--- src/rtl/jpegls_byte_packer.sv ---
// JPEG-LS output byte packer: packs MSB-first codewords into bytes with
// marker-avoidance bit stuffing, then pads and signals end of stream.
module jpegls_byte_packer #(
    parameter int dataOut_length      = 32,
    parameter int encodedlength_width = 6,
    parameter int acc_width           = 64
) (
    input  logic                           clk,
    input  logic                           reset,
    input  logic [dataOut_length-1:0]      dataOut,
    input  logic [encodedlength_width-1:0] dataSize,
    input  logic                           dataReady,
    input  logic                           endOfDataStream,
    output logic                           inReady,
    output logic [7:0]                     byteOut,
    output logic                           byteValid,
    output logic                           done,
    output logic                           overflow
);

    localparam int FW = $clog2(acc_width + 1);

    typedef enum logic [1:0] {RUN, FLUSH, PAD, DONE} state_t;

    state_t                 state, state_next;
    logic [acc_width-1:0]   acc, acc_next, acc_popped;
    logic [acc_width-1:0]   word_mask, word_ext;
    logic [FW-1:0]          fill, fill_next, fill_popped;
    logic [FW-1:0]          need, pop_bits, size_ext, shift_amt;
    logic                   last_ff, last_ff_next;
    logic                   pop_en, accept, drop;
    logic [7:0]             pop_byte, emit_byte;
    logic                   emit_valid, done_next;

    assign need     = last_ff ? FW'(7) : FW'(8);
    assign size_ext = FW'(dataSize);
    assign inReady  = (fill <= FW'(acc_width - dataOut_length));
    assign accept   = (state == RUN) && dataReady && inReady;
    assign drop     = (state == RUN) && dataReady && !inReady;

    // Bits beyond fill are kept zero, so a partial pop is already right-padded.
    always_comb begin
        pop_en      = (state != DONE) &&
                      ((fill >= need) || ((state == FLUSH) && (fill != '0)));
        pop_bits    = (fill >= need) ? need : fill;
        pop_byte    = last_ff ? {1'b0, acc[acc_width-1 -: 7]} : acc[acc_width-1 -: 8];
        acc_popped  = pop_en ? (acc << pop_bits) : acc;
        fill_popped = pop_en ? (fill - pop_bits) : fill;
        word_mask   = (acc_width'(1) << dataSize) - acc_width'(1);
        word_ext    = {{(acc_width-dataOut_length){1'b0}}, dataOut} & word_mask;
        shift_amt   = FW'(acc_width) - size_ext - fill_popped;
        acc_next    = acc_popped;
        fill_next   = fill_popped;
        if (accept) begin
            acc_next  = acc_popped | (word_ext << shift_amt);
            fill_next = fill_popped + size_ext;
        end
    end

    always_ff @(posedge clk or negedge reset) begin
        if (!reset) begin
            state    <= RUN;
            acc      <= '0;
            fill     <= '0;
            last_ff  <= 1'b0;
            byteOut  <= 8'h00;
            byteValid <= 1'b0;
            done     <= 1'b0;
            overflow <= 1'b0;
        end else begin
            state     <= state_next;
            acc       <= acc_next;
            fill      <= fill_next;
            last_ff   <= last_ff_next;
            byteValid <= emit_valid;
            done      <= done_next;
            overflow  <= overflow | drop;
            if (emit_valid) begin
                byteOut <= emit_byte;
            end
        end
    end

    // An unstuffed flush goes straight to DONE so done follows the last byte by one cycle.
    always_comb begin
        state_next = state;
        case (state)
            RUN:   if (endOfDataStream) state_next = FLUSH;
            FLUSH: if (fill == '0) state_next = last_ff ? PAD : DONE;
            PAD:   if (!last_ff) state_next = DONE;
            DONE:  state_next = RUN;
            default: state_next = RUN;
        endcase
    end

    always_comb begin
        emit_valid   = pop_en;
        emit_byte    = pop_byte;
        last_ff_next = pop_en ? (pop_byte == 8'hFF) : last_ff;
        done_next    = (state_next == DONE);
        if ((state == PAD) && last_ff) begin
            emit_valid   = 1'b1;
            emit_byte    = 8'h00;
            last_ff_next = 1'b0;
        end
        if (state == DONE) begin
            last_ff_next = 1'b0;
        end
    end

endmodule

--- config.mk ---
export PLATFORM = sky130hd
export DESIGN_NAME = jpegls_byte_packer
export DESIGN_NICKNAME = d
export VERILOG_FILES = /design/src/rtl/jpegls_byte_packer.sv
export SDC_FILE = /design/constraint.sdc
export NUM_CORES = 1
export LEC_CHECK = 0
export CORE_MARGIN = 2
export CORE_UTILIZATION = 50
export DETAILED_ROUTE_END_ITERATION = 12
export PLACE_DENSITY = 0.67
export SYNTH_ARGS = -nofsm -noshare
export SYNTH_HDL_FRONTEND = slang
export SYNTH_SLANG_ARGS = --single-unit
--- constraint.sdc ---
create_clock -name clk -period 7.8 [get_ports clk]
set_clock_uncertainty 0.1 [all_clocks]
set_input_delay 1.17 -clock clk [delete_from_list [all_inputs] [get_ports clk]]
set_output_delay 1.17 -clock clk [all_outputs]
set_load 0.01 [all_outputs]
# Word-level counts from Yosys, hierarchy flattened
# Cells that the tools add are included.
word_totals:
  reg_bits: 85
  input_bits: 42
  elab_cells: 56
op_classes:
  addsub: 5
  order_cmp: 2
  eq_ne: 6
  n_shift: 3
  muxes: 17
  bitwise: 3
  n_reduce_logical: 12
op_table:
  columns: ["op", "n"]
  rows:
  - ["$mux W64", 2]
  - ["$shl A64 B7 Y64", 2]
  - ["$and A32 B64 Y64", 1]
  - ["$or A64 B64 Y64", 1]
  - ["$shl A1 B6 Y64 const A", 1]
  - ["$sub A64 B2 Y64 const B", 1]
  - ["$mux W7", 3]
  - ["$mux W8", 2]
  - ["$sub A7 B7 Y7", 2]
  - ["$eq A8 B8 Y1 const B", 1]
  - ["$pmux W2 S4", 1]
  - ["$add A7 B6 Y7", 1]
  - ["$ge A7 B4 Y1", 1]
  - ["$le A7 B6 Y1 const B", 1]
  - ["$logic_not A7 Y1", 1]
  - ["$reduce_bool A7 Y1", 1]
  - ["$sub A7 B6 Y7 const A", 1]
  - ["$eq A2 B2 Y1 const B", 3]
  - ["$logic_and A1 B1 Y1", 6]
  - ["$mux W2", 3]
  - ["$mux W1", 5]
  - ["$mux W4", 1]
  - ["$reduce_bool A3 Y1", 1]
  - ["$eq A2 B1 Y1 const B", 1]
  - ["other kinds (5)", 5]

# Logic depth before layout (Yosys ltp)
depth:
  depth_word: 9
  mapped_depth: 28

# Worst setup path before layout
# Ideal clock, no wire load.
synth_timing:
  path_kind: "reg2reg"
  startpoint: "register fill[3]"
  endpoint: "register acc[60]"
  setup_ps: 87
  t_arrival_ps: 5945
  required_ps: 7613
  slack_ps: 1668
  path_stages_with_launch: 26
  n_path_buf: 5
  cell_sequence: "dfrtp_1 -> ha_1 -> nor4_1 -> o2111ai_1 -> o211a_1 -> buf_2 -> clkinv_1 -> buf_2 -> buf_2 -> buf_4 -> ha_1 -> fa_1 -> a21oi_1 -> ha_1 -> inv_1 -> ha_1 -> inv_1 -> fa_1 -> xor2_1 -> clkbuf_1 -> o311ai_0 -> nand3_1 -> o21ai_0 -> mux2_2 -> or3_1 -> o211ai_1"
synth_between:
  elab_chain_len: 9
synth_lines:
  columns: ["item", "line", "source"]
  rows:
  - ["from (decl)", "28", "logic [FW-1:0] fill, fill_next, fill_popped;"]
  - ["from (signal assigned)", "73", "fill <= fill_next;"]
  - ["branches (longest 8 deep; another with $ge A7 B4 Y1)", null, null]
  - ["$mux W64 (*)", "54", "if (accept) begin"]
  - ["net acc_next[60]", "26", "logic [acc_width-1:0] acc, acc_next, acc_popped;"]
  - ["to (signal assigned)", "72", "acc <= acc_next;"]
  - ["to (decl)", "26", null]
# Mark *: on every way through the listed nets, which the timed path passes.
# A chain may end at the register's enable or synchronous reset.

# Final worst setup path
layout_timing:
  startpoint: "register last_ff"
  endpoint: "register acc[50]"
layout_between:
  elab_chain_len: 9
layout_lines:
  columns: ["item", "line", "source"]
  rows:
  - ["from (decl)", "30", "logic last_ff, last_ff_next;"]
  - ["from (signal assigned)", "74", "last_ff <= last_ff_next;"]
  - ["$mux W4 (*)", "35", "assign need = last_ff ? FW'(7) : FW'(8);"]
  - ["$ge A7 B4 Y1", "44, 45", null]
  - ["$mux W7 / $logic_or A1 B1 Y1 (equally long branches)", "45, 44", null]
  - ["$sub A7 B7 Y7 / $logic_and A1 B1 Y1 (equally long branches)", "48, 43", null]
  - ["$mux W7", "48", "fill_popped = pop_en ? (fill - pop_bits) : fill;"]
  - ["$sub A7 B7 Y7", "51", "shift_amt = FW'(acc_width) - size_ext - fill_popped;"]
  - ["$shl A64 B7 Y64", "55", "acc_next = acc_popped | (word_ext << shift_amt);"]
  - ["$or A64 B64 Y64", "55", null]
  - ["$mux W64 (*)", "54", null]
  - ["net acc_next[50]", "26", null]
# The timed path passes the listed nets; every way through them passes the cells marked *.

==> results.md <==
* Flops & latches, synth at 85
* Status: finished clean
* First drt pass iteration count at 6
* Synth Instances at ~1500
* Req. time, crit path at 7910 ps
* Complex-gate fraction of the synthesized area at 0.331
* RSZ-0062 raised after global routing: no
* Final Setup Violations at 0
* Synth cell types at 90
* CTS max path bufs at 2
* Hold Path Depth at 1
* Seq/Total Area, Yosys at 0.195
* Post-Synth Adder-Cell Area at 0.0349
* Mean Syn Cell Area at 7.47 um2
* Wire length per cell at 23.9 um
* Initial antenna violation count at 0
* Initial drt markers at roughly 1300
* DIE WIDTH at roughly 150 um
* CP Launch Point: last_ff
* Largest net degree at the start of global routing at 64
* Worst Hold Class: register to register
* Synthesized area at ~11000 um2
* Final wirelength at approximately 41000 um
* Largest family of logic cells by synthesized area: compound AO/OA/AOI/OAI gates
* CP Max Fanout at 31
* Placer Congestion at between 0.9 and 1
* Nets at between 1500 and 2000
* DR vias at about 12000
* Worst Hold Launch: overflow
* Final period util at 0.901
* Share of cells above drive strength 1 at 0.0895
* Rel. slew slack at 0.236
* Post-Syn Nets at 1528
* Number of synthesized flops with an enable pin at 0
* Mux contribution to synthesized area at 0.156
* Cts bufs inserted at 9
* Post-synthesis xor/xnor area fraction at 0.0206
* Grt ovf at 0
* Clock root buffer: clkbuf_16
* Die area at about 23000 um2
* Initial core utilization at 0.504
* Fmax at 142 MHz
* Max Cap Violations at 0
* Total negative slack at 0 ps
* Critical path type: register to register
* Remaining routing DRC violations at 0
* Worst-skew pair later-pin latency at roughly 350 ps
* H-tree depth at 3
* Final hold violation count at 0
* Slew of the pin with the lowest slew margin at about 1100 ps
* Type of destination of the critical path: register
* Slew Limit Fails at 0
* Global-route wire length before repair at ~64000 um
* R2R Setup Slk at between 700 and 800 ps
* IO Count at 54
* CP Launch Type: register
* Vias per cell at about 6.9
* Ys async rst share at 1.00
* R2R depth at 24
* Worst path arrival time at 7130 ps
* DIE HEIGHT at ~150 um
* Simple-gate share of the synthesized area at 0.203
* Total GRT Usage at 0.359
* Placeable Area at 21600 um2
* Vias in the first global route at roughly 11000
* Post-route antenna net violation count at 0
* Hold_buf cts at 0
* Synth Warn # at 0
* Hpwl dp at a little over 30000 um
* Synth-to-Final Area Change at 8.82%
* I/O Buffers at 53
* Tmin final at 7020 ps
* Clk slew on worst S/H paths at about 70 ps
* FP Rows at 54
* Antenna Cells at 0
* Crit Reg-Reg Startpoint: last_ff
* CTS tree: built
* # clock sinks at between 80 and 90
* Main synth FF type: dfrtp_1
-- Yosys cell counts (24+ instances only) --
| library cell | instances | area share |
|---|---|---|
| nand2_1 | 170 | 0.059 |
| mux2i_1 | 133 | 0.12 |
| nor2_1 | 129 | 0.044 |
| a21oi_1 | 106 | 0.049 |
| o21ai_0 | 106 | 0.049 |
| dfrtp_1 | 85 | 0.20 |
| clkbuf_1 | 73 | 0.025 |
| nor3_1 | 34 | 0.016 |
| mux2_2 | 33 | 0.034 |
| inv_1 | 31 | 0.011 |
| nand3_1 | 29 | 0.013 |
| a221oi_1 | 28 | 0.023 |
| o22ai_1 | 28 | 0.016 |
| buf_2 | 26 | 0.012 |
| o21a_1 | 25 | 0.017 |
| ha_1 | 24 | 0.028 |
-- sequential cells by signal (all words and copies together) (netlist names) --
signal and flops:
fill 7, last_ff 1, acc 64, state 2, byteValid 1, byteOut 8, overflow 1, done 1
-- worst max-delay path: stages (launching register included) --
cell,delay (ps)
dfrtp_2,570
inv_1,170
ha_1,330
a21oi_1,250
o21ai_1,280
a21oi_1,480
a21o_2,220
clkinv_1,80
ha_1,350
nand3b_1,120
a21boi_0,380
nor3_1,120
a211o_1,360
ha_1,330
ha_1,470
xor2_2,290
buf_4,380
nand2_1,180
o22ai_1,180
a21oi_1,60
o31ai_1,110
mux2i_1,170
mux2i_1,380
a2bb2oi_1,320
o221ai_1,170
-- routing by layer --
layer | track usage | wire [um] | vias to the layer above
met4 | 0.152 | 1730 | 0
met5 | 0 | 0 | -
li1 | - | - | 5471
met1 | 0.494 | 17700 | 5632
met2 | 0.561 | 18300 | 619
met3 | 0.0539 | 3340 | 97
-- timing repair --
action / in CTS / in global routing
resized for setup: 0 / 3
buffers inserted: 0 / 0
setup endpoints to repair: 0 / 13
-- final cells by class --
| cell class | instances | area (um2) |
|---|---|---|
| flip-flops and latches | 85 | 2130 |
| fillers | 2130 | 9760 |
| inverters | 36 | 135 |
| clock inverters | 5 | 60.1 |
| multi-input cells | 1219 | 8170 |
| repair buffers | 86 | 776 |
| well taps | 280 | 350 |
| clock buffers | 11 | 243 |
-- cells by family after synthesis --
family	count (synthesis)
compound gates	528
simple gates	474
mux	166
buf+inv	154
flops	85
fa+ha+maj	28
xor+xnor	23
-- through the flow --
step                      cells  worst slack, ps  hold WS [ps]  utilization  area (um2)
after floorplan            1458             1670           374            -       10900
after global placement     1706              777           362        0.534       11500
after detailed placement   1706              552           385        0.534       11500
after CTS                  1722              514           394        0.548       11800
after global routing       1722              215           397        0.548       11900
final                      1722              776           386        0.548       11900
-- worst paths after layout --
path                              endpoint
worst min-delay path              overflow
worst max-delay path               acc[50]
worst max register to register     acc[50]
min in group asynchronous       byteOut[0]
max in group asynchronous          acc[11]
worst min register to register    overflow
-- cells in the final DEF, fill, tap and decap left out, types with 8 or more instances in the layout --
cell type and count:
a211oi_1 20, a21o_1 13, a21oi_1 106, a221o_1 10
a221oi_1 28, a22oi_1 18, a31oi_1 22, and2_1 17
buf_4 34, clkbuf_16 9, clkdlybuf4s50_1 52, dfrtp_1 84
ha_1 24, inv_1 31, mux2_2 33, mux2i_1 133
nand2_1 170, nand2b_1 10, nand3_1 29, nor2_1 128
nor2b_1 11, nor3_1 34, o211ai_1 22, o21a_1 25
o21ai_0 106, o21ai_1 8, o221ai_1 21, o22ai_1 28
o2bb2ai_1 9, o31ai_1 13, or2_2 11, or3_1 12
xnor2_1 9, xor2_1 9
Power is left out: the tool's default activity adds up to more than one toggle a clock period on the data nets, which glitch-free logic cannot reach.
